### config.mk
export PLATFORM = sky130hd
export DESIGN_NAME = status_display_driver
export DESIGN_NICKNAME = d
export VERILOG_FILES = /design/src/rtl/status_display_driver.sv
export SDC_FILE = /design/constraint.sdc
export NUM_CORES = 1
export LEC_CHECK = 0
export CELL_PAD_IN_SITES_DETAIL_PLACEMENT = 0
export CELL_PAD_IN_SITES_GLOBAL_PLACEMENT = 1
export CORE_ASPECT_RATIO = 0.6
export CORE_MARGIN = 5
export CORE_UTILIZATION = 48
export DETAILED_ROUTE_END_ITERATION = 12
export GPL_TIMING_DRIVEN = 0
export PLACE_DENSITY = 0.84
export SLEW_MARGIN = 20
export SYNTH_ARGS = -nofsm -noshare
export SYNTH_HDL_FRONTEND = slang
export SYNTH_SLANG_ARGS = --single-unit
### constraint.sdc
create_clock -name clk -period 6.9 [get_ports clk]
set_clock_uncertainty 0.15 [all_clocks]
set_input_delay 1.38 -clock clk [delete_from_list [all_inputs] [get_ports clk]]
set_output_delay 1.38 -clock clk [all_outputs]
set_load 0.03 [all_outputs]
### src/rtl/status_display_driver.sv
// Multiplexed 4-digit seven-segment driver: status or raw-ADC view, frame-coherent sample
// latching, and a song-digit blink after each song change.
//   state | meaning
//   IDLE  | steady display, blink phase ON
//   BLINK | song digit toggling, blink_cnt half-periods left
module status_display_driver #(
  parameter int REFRESH_DIV   = 100000,
  parameter int BLANK_CYCLES  = 1000,
  parameter int BLINK_DIV     = 25000000,
  parameter int CHANGE_BLINKS = 6
) (
  input  logic        clk,
  input  logic        reset,
  input  logic        raw_data_display_select,
  input  logic [1:0]  ADC_select,
  input  logic        adc_method_select,
  input  logic [2:0]  song_select,
  input  logic        buzzer_mute,
  input  logic        volume_control_sw,
  input  logic [11:0] raw_data,
  input  logic        raw_valid,
  output logic [6:0]  seg,
  output logic        dp,
  output logic [3:0]  an
);

  localparam int CW = $clog2(REFRESH_DIV);
  localparam int BW = (BLINK_DIV > 1) ? $clog2(BLINK_DIV) : 1;
  localparam int NW = $clog2(CHANGE_BLINKS + 1);
  localparam logic [CW-1:0] SLOT_LAST   = CW'(REFRESH_DIV - 1);
  localparam logic [CW-1:0] BLANK_END   = CW'(BLANK_CYCLES);
  localparam logic [BW-1:0] TMR_LAST    = BW'(BLINK_DIV - 1);
  localparam logic [NW-1:0] BLINKS_INIT = NW'(CHANGE_BLINKS);

  typedef enum logic {IDLE = 1'b0, BLINK = 1'b1} state_t;

  logic          raw_q, method_q, mute_q, vol_q;
  logic [1:0]    adc_q;
  logic [2:0]    song_q, song_prev;
  logic [CW-1:0] cnt, cnt_nx;
  logic [1:0]    dig, dig_nx;
  logic [11:0]   sample_hold, frame_data, frame_nx;
  state_t        state, state_nx;
  logic          phase, phase_nx;
  logic [NW-1:0] blink_cnt, blink_cnt_nx;
  logic [BW-1:0] btimer, btimer_nx;
  logic          slot_wrap, song_chg;
  logic [3:0]    nib;
  logic          dp_on, digit_off, blank_slot;
  logic [6:0]    seg_nx;
  logic          dp_nx;
  logic [3:0]    an_nx;

  function automatic logic [6:0] hex_glyph(input logic [3:0] v);
    case (v)
      4'h0: hex_glyph = 7'b1000000;
      4'h1: hex_glyph = 7'b1111001;
      4'h2: hex_glyph = 7'b0100100;
      4'h3: hex_glyph = 7'b0110000;
      4'h4: hex_glyph = 7'b0011001;
      4'h5: hex_glyph = 7'b0010010;
      4'h6: hex_glyph = 7'b0000010;
      4'h7: hex_glyph = 7'b1111000;
      4'h8: hex_glyph = 7'b0000000;
      4'h9: hex_glyph = 7'b0010000;
      4'hA: hex_glyph = 7'b0001000;
      4'hB: hex_glyph = 7'b0000011;
      4'hC: hex_glyph = 7'b1000110;
      4'hD: hex_glyph = 7'b0100001;
      4'hE: hex_glyph = 7'b0000110;
      default: hex_glyph = 7'b0001110;
    endcase
  endfunction

  assign slot_wrap = (cnt == SLOT_LAST);
  assign cnt_nx    = slot_wrap ? '0 : cnt + CW'(1);
  assign dig_nx    = slot_wrap ? dig - 2'd1 : dig;
  // Frame starts when the last digit's slot wraps back to the leftmost digit.
  assign frame_nx  = (slot_wrap && dig == 2'd0) ? sample_hold : frame_data;
  assign song_chg  = (song_q != song_prev);

  always_comb begin
    state_nx     = state;
    phase_nx     = phase;
    blink_cnt_nx = blink_cnt;
    btimer_nx    = btimer;
    if (song_chg) begin
      state_nx     = BLINK;
      phase_nx     = 1'b0;
      blink_cnt_nx = BLINKS_INIT;
      btimer_nx    = '0;
    end else if (state == BLINK) begin
      if (btimer == TMR_LAST) begin
        btimer_nx = '0;
        if (blink_cnt == NW'(1)) begin
          state_nx     = IDLE;
          phase_nx     = 1'b1;
          blink_cnt_nx = '0;
        end else begin
          phase_nx     = ~phase;
          blink_cnt_nx = blink_cnt - NW'(1);
        end
      end else begin
        btimer_nx = btimer + BW'(1);
      end
    end
  end

  // Outputs are built from next-cycle scan state so the registered pins line up with the slot.
  always_comb begin
    nib       = 4'h0;
    dp_on     = 1'b0;
    digit_off = 1'b0;
    if (raw_q) begin
      case (dig_nx)
        2'd3: begin nib = {2'b00, adc_q}; dp_on = 1'b1; end
        2'd2: nib = frame_nx[11:8];
        2'd1: nib = frame_nx[7:4];
        default: nib = frame_nx[3:0];
      endcase
    end else begin
      case (dig_nx)
        2'd3: begin nib = {1'b0, song_q}; digit_off = ~phase_nx; end
        2'd2: nib = {2'b00, adc_q};
        2'd1: nib = {3'b000, method_q};
        default: begin nib = {2'b00, mute_q, vol_q}; dp_on = mute_q; end
      endcase
    end
    blank_slot = (cnt_nx < BLANK_END);
    seg_nx     = (blank_slot || digit_off) ? 7'h7F : hex_glyph(nib);
    dp_nx      = ~(dp_on & ~blank_slot);
    an_nx      = blank_slot ? 4'hF : ~(4'b0001 << dig_nx);
  end

  always_ff @(posedge clk) begin
    if (reset) begin
      raw_q       <= raw_data_display_select;
      adc_q       <= ADC_select;
      method_q    <= adc_method_select;
      song_q      <= song_select;
      song_prev   <= song_select;
      mute_q      <= buzzer_mute;
      vol_q       <= volume_control_sw;
      cnt         <= '0;
      dig         <= 2'd3;
      sample_hold <= '0;
      frame_data  <= '0;
      state       <= IDLE;
      phase       <= 1'b1;
      blink_cnt   <= '0;
      btimer      <= '0;
      seg         <= 7'h7F;
      dp          <= 1'b1;
      an          <= 4'hF;
    end else begin
      raw_q       <= raw_data_display_select;
      adc_q       <= ADC_select;
      method_q    <= adc_method_select;
      song_q      <= song_select;
      song_prev   <= song_q;
      mute_q      <= buzzer_mute;
      vol_q       <= volume_control_sw;
      cnt         <= cnt_nx;
      dig         <= dig_nx;
      if (raw_valid) sample_hold <= raw_data;
      frame_data  <= frame_nx;
      state       <= state_nx;
      phase       <= phase_nx;
      blink_cnt   <= blink_cnt_nx;
      btimer      <= btimer_nx;
      seg         <= seg_nx;
      dp          <= dp_nx;
      an          <= an_nx;
    end
  end

endmodule

Yosys cells after proc, flatten, opt, wreduce, memory -nomap -nowiden
Memories as Yosys holds them, arrays and structs flattened. A register that Yosys moved wholly into a read port is not among the register bits.
Cells that the tools add are included.
W data, S select, Z words.
Cells by class
  order comparisons: 1
  add/sub/neg operators: 4
  eq/ne operators: 7
  bitwise operators: 6
  shift-type cells: 1
  reductions and logical operators: 11
  multiplexer cells: 25
Operators by type and width (count)
  $add A25 B1 Y25 const B: 1
  $eq A25 B25 Y1 const B: 1
  $mux W25: 1
  $add A17 B1 Y17 const B: 1
  $eq A17 B17 Y1 const B: 1
  $lt A17 B10 Y1 const B: 1
  $mux W17: 1
  $mux W3: 5
  $mux W1: 13
  $mux W12: 1
  $pmux W4 S3: 1
  $pmux W3 S3: 1
  $reduce_or A2 Y1: 3
  $eq A2 B2 Y1 const B: 2
  $mux W4: 1
  $not A1 Y1: 4
  $not A4 Y4: 1
  $reduce_and A2 Y1: 2
  $reduce_bool A2 Y1: 2
  $shl A1 B2 Y4 const A: 1
  $eq A3 B1 Y1 const B: 1
  $ne A3 B3 Y1: 1
  $reduce_or A3 Y1: 1
  $sub A3 B1 Y3 const B: 1
  other kinds (7): 7
Word-level totals
  output and inout port bits: 12
  ROM bits: 112
  word-level logic and storage cells: 74
  memories: 1
  register bits after elaboration: 90
Memory list
  (name not given): words 16, bits a word 7, rd ports 1, clocked after Yosys merged registers in 1, wr ports 0, line 55  | case (v)

Longest topological paths before layout
  word-level depth: 10
  depth in mapped cells: 16
  depth with buffers taken out: 14

Least setup slack after synthesis
No wires, ideal clock.
  path kind: reg2reg
  start: register cnt[13]
  end: register seg[3]
  data required time: 6.613 ns
  library setup time: 0.137 ns
  slack: 3.375 ns
  cell stages (with the launch flop): 15
  arrival time: 3.238 ns
  clock period less this slack: 3.525 ns
  cells stage by stage: dfxtp_1 buf_6 or4b_1 or4_4 buf_6 buf_8 xnor2_1 mux2i_1 nor2_1 o21ai_0 inv_1 ha_1 and3_1 a211oi_1 o21ai_1
Between the ends
  cells in the longest elaborated chain, start to end: 7
  elaborated cells between the ends (all ways): 17
  those cells by class: add/sub (1); order compare (1); eq/ne (4); mux (8); reduce/logical (3)
RTL lines
  start: declaration: line 40  | logic [CW-1:0] cnt, cnt_nx;
  start signal: assignment: line 163  | cnt <= cnt_nx;
  branches (longest 7 deep; another with $add A17 B1 Y17)
  end: declaration: line 22  | output logic [6:0] seg,
Parallel ways; which one is timed is not known.
A chain may end at the register's enable or synchronous reset.

Final worst setup path
  start: register cnt[0]
  end: register seg[0]
Same word-level chain as after synthesis.

==> impl_metrics.env <==
export IMPL_reg2reg_to="seg[0]"
export IMPL_fp_coreArea_mm2=0.00929
export IMPL_dp_cells=682
export IMPL_startpoint="cnt[0]"
export IMPL_clock_sinks=97
export IMPL_power_net_switching_uw=251
export IMPL_synth_compound_area_share=0.117
export IMPL_die_area_mm2=0.0118
export IMPL_finalPower_uw=1150
export IMPL_ys_flop_type="dfxtp_1"
export IMPL_status="completed"
export IMPL_insertedDiodeCount=0
export IMPL_synthDistinctLibCells=70
export IMPL_finish_utilization=0.587
export IMPL_critical_path_cell_chain="ha_1 > nand4_1 > nor4_2 > nand2_1 > clkbuf_1 > mux2i_1 > o2111ai_1 > o21ai_0 > inv_1 > ha_1 > and3_1 > mux2i_1 > nand4_1"
export IMPL_timing_worst_slew_pin_value_ps=978
export IMPL_r2r_start="cnt[0]"
export IMPL_ctsResizeCount=0
export IMPL_critPathLaunchType="register"
export IMPL_synth_warnings=0
export IMPL_firstDrtPassIters=5
export IMPL_cpLargestDelayFamily="simple AND/OR/NAND/NOR gates"
export IMPL_synthSimpleGateAreaFrac=0.227
export IMPL_grt_remaining_overflow=0
export IMPL_cts_root_buffer="clkbuf_16"
export IMPL_ctsHtreeMaxLevel=3
export IMPL_wl_per_cell_um=15.3
export IMPL_ys_seq_area_frac=0.419
export IMPL_tns_ps=0
export IMPL_routed_via_count=3771
export IMPL_clk_pin_slew_ps=70
export IMPL_postSynthCellCount=518
export IMPL_hold_viol=0
export IMPL_first_global_vias=3508
export IMPL_cp_depth=13
export IMPL_grt_pass1_wl_mm=17.8
export IMPL_drt_iter0_drc=305
export IMPL_ant_nets=0
export IMPL_maxCapViolCount=0
export IMPL_num_io_pins=36
export IMPL_slew_viol_final=0
export IMPL_cp_slowest_cell="nor4_2"
export IMPL_clock_fmax_mhz=242
export IMPL_seqCellArea_mm2=0.00194
export IMPL_die_h_um=86.1
export IMPL_power_internal_uw=904
export IMPL_synth_edff_count=0
export IMPL_holdBufCountCts=0
export IMPL_stdcell_count=698
export IMPL_grt_total_usage=0.192
export IMPL_numCtsBuffers=9
export IMPL_syn_area_per_cell_um2=8.95
export IMPL_synth_xor_area_share=0.0756
export IMPL_hpwlAfterDp_mm=8.13
export IMPL_p_seq_frac=0.503
export IMPL_synth_top_family_by_area="simple AND/OR/NAND/NOR gates"
export IMPL_gp_congestion=0.878
export IMPL_cp_max_fo=10
export IMPL_worstPathArrival_ps=4180
export IMPL_r2r_cells=13
export IMPL_holdCritPathClass="reg -> reg"
export IMPL_clk_path_buf_depth=2
export IMPL_ys_ff_latch=97
export IMPL_syn_nets=553
export IMPL_r2r_setup_slack_ps=2770
export IMPL_drc=0
export IMPL_synthesis_area_mm2=0.00464
export IMPL_p_leak_uw=0.00204
export IMPL_initial_utilization=0.499
export IMPL_p_clk_frac=0.442
export IMPL_drive_gt1_frac=0.0898
export IMPL_clk_latency_ps=340
export IMPL_rows=27
export IMPL_die_w_um=137
export IMPL_crit_path_end="seg[0]"
export IMPL_relSlewSlack=0.342
export IMPL_cts_tree="yes"
export IMPL_rsz0062_at_grt="no"
export IMPL_antenna_found_initial=0
export IMPL_critPathKind="reg -> reg"
export IMPL_synth_mux_area_frac=0.0831
export IMPL_post_cts_buffers=0
export IMPL_min_period_ps=4130
export IMPL_max_vdd_ir_drop_v=0.000128
export IMPL_fillCellCount=822
export IMPL_crit_path_max_incr_delay_ps=680
export IMPL_required_ps=6950
export IMPL_vias_per_cell=5.40
export IMPL_wirelength_mm=10.7
export IMPL_worstSetupEndpointType="register"
export IMPL_critPathBufInv=2
export IMPL_swShare=0.217
export IMPL_area_growth_pct=17.6
export IMPL_multi_input_area_mm2=0.00248
export IMPL_fin_nets=598
export IMPL_synth_fa_ha_area_frac=0.0297
export IMPL_synthArstFlopShare=0
export IMPL_portBuffers=34
export IMPL_setup_viol=0
export IMPL_p_comb_frac=0.055
export IMPL_period_share=0.598
export IMPL_grt_max_degree=16
export IMPL_powerDensity_mw_per_mm2=212
[layout by cell type, fill, tap and decap left out, types with 9 or more instances in the layout]
master,count
xor2_1,26
nor3_1,9
dfxtp_1,97
nand3_1,28
o21ai_0,14
inv_1,19
clkbuf_16,9
nor2_1,66
clkdlybuf4s50_1,34
a21oi_1,23
ha_1,11
xnor2_1,14
mux2i_1,28
nand2_1,51
clkbuf_1,11
[cell type report]
type	count	area share
multi-input combinational	381	0.454
sequential	97	0.356
timing repair buffer	34	0.0624
clock buffer	12	0.0470
tap	130	0.0298
buffer	21	0.0278
inverter	19	0.0131
clock inverter	4	0.00941
[Yosys cell counts (2+ instances only)]
cell,n,share of area
or3_1,7,0.0094
xnor2_1,14,0.026
o31a_2,2,0.0043
and2_1,2,0.0027
xor2_1,26,0.049
o21a_1,2,0.0032
a32o_1,2,0.0043
a211oi_1,3,0.0049
or2_2,5,0.0067
a21oi_1,23,0.025
a31oi_1,3,0.0040
or4_1,3,0.0049
buf_6,4,0.0097
a21o_1,2,0.0032
inv_1,19,0.015
and3_1,7,0.0094
clkbuf_8,2,0.0059
o41ai_1,2,0.0038
nand2_1,51,0.041
dfxtp_1,97,0.42
o21ai_0,14,0.015
o211ai_1,6,0.0097
mux2_2,7,0.017
o2111ai_1,2,0.0038
or4b_1,2,0.0043
nor3_1,9,0.0097
o31ai_1,2,0.0032
o221ai_1,3,0.0057
clkbuf_1,10,0.0081
nand3_1,28,0.030
mux2i_1,28,0.060
or4_4,2,0.0049
ha_1,11,0.030
nor4_1,4,0.0054
nand4_1,5,0.0067
nor2b_1,4,0.0054
nand2b_1,7,0.0094
nor2_1,66,0.053
[registers in the layout, summed over array words and instances, names as in the netlist, 2 cells and up]
register     count
frame_data      12
adc_q            2
song_prev        3
song_q           3
cnt             17
sample_hold     12
blink_cnt        3
seg              7
dig              2
btimer          25
an               4
[power by group through the flow]
stage               Sequential [uW]  Clock [uW]  Combinational (uW)
CTS                             581         523                63.6
global placement                593           0                61.9
detailed placement              593           0                63.2
finish                          581         510                63.5
floorplan                       590           0                39.6
global route                    582         548                71.1
[worst min-delay path by stage]
| stage | cells after the start | to | from |
|---|---|---|---|
| 3_5_place_dp | 2 | frame_data[6] | frame_data[6] |
| 2_1_floorplan | 1 | cnt[0] | cnt[0] |
| 4_1_cts | 2 | frame_data[6] | frame_data[6] |
| 6_report | 2 | frame_data[10] | frame_data[10] |
| 3_3_place_gp | 2 | frame_data[6] | frame_data[6] |
| 5_1_grt | 2 | frame_data[6] | frame_data[6] |
[per-layer routing]
metal / up-vias / wire (um) / global-route usage
met4: 0 / 142 / 0.0525
met3: 12 / 774 / 0.0539
li1: 1918 / - / -
met1: 1735 / 6040 / 0.308
met2: 106 / 3700 / 0.242
met5: - / 0 / 0
[metrics by stage]
step / hold slack (ps) / instance area, um^2 / worst slack [ps]
after floorplan: 280 / 4640 / 3370
after global placement: 292 / 5140 / 2550
after detailed placement: 295 / 5140 / 2560
after CTS: 305 / 5450 / 2530
after global routing: 326 / 5450 / 2440
final: 304 / 5450 / 2770
[kinds of logic after synthesis]
group	count (synthesis)
flip-flops	97
AND/OR/NAND/NOR	214
multiplexers	36
buffers and inverters	40
adder cells (fa/ha/maj)	11
XOR/XNOR	40
AO/OA/AOI/OAI	80
[worst register-to-register path, stage by stage, from the launching register on]
cell and delay (ps):
dfxtp_1 380, ha_1 290, nand4_1 270, nor4_2 690, nand2_1 180, clkbuf_1 290, mux2i_1 360, o2111ai_1 200
o21ai_0 260, inv_1 190, ha_1 270, and3_1 190, mux2i_1 170, nand4_1 110
Power figures use the tool's default switching activity.
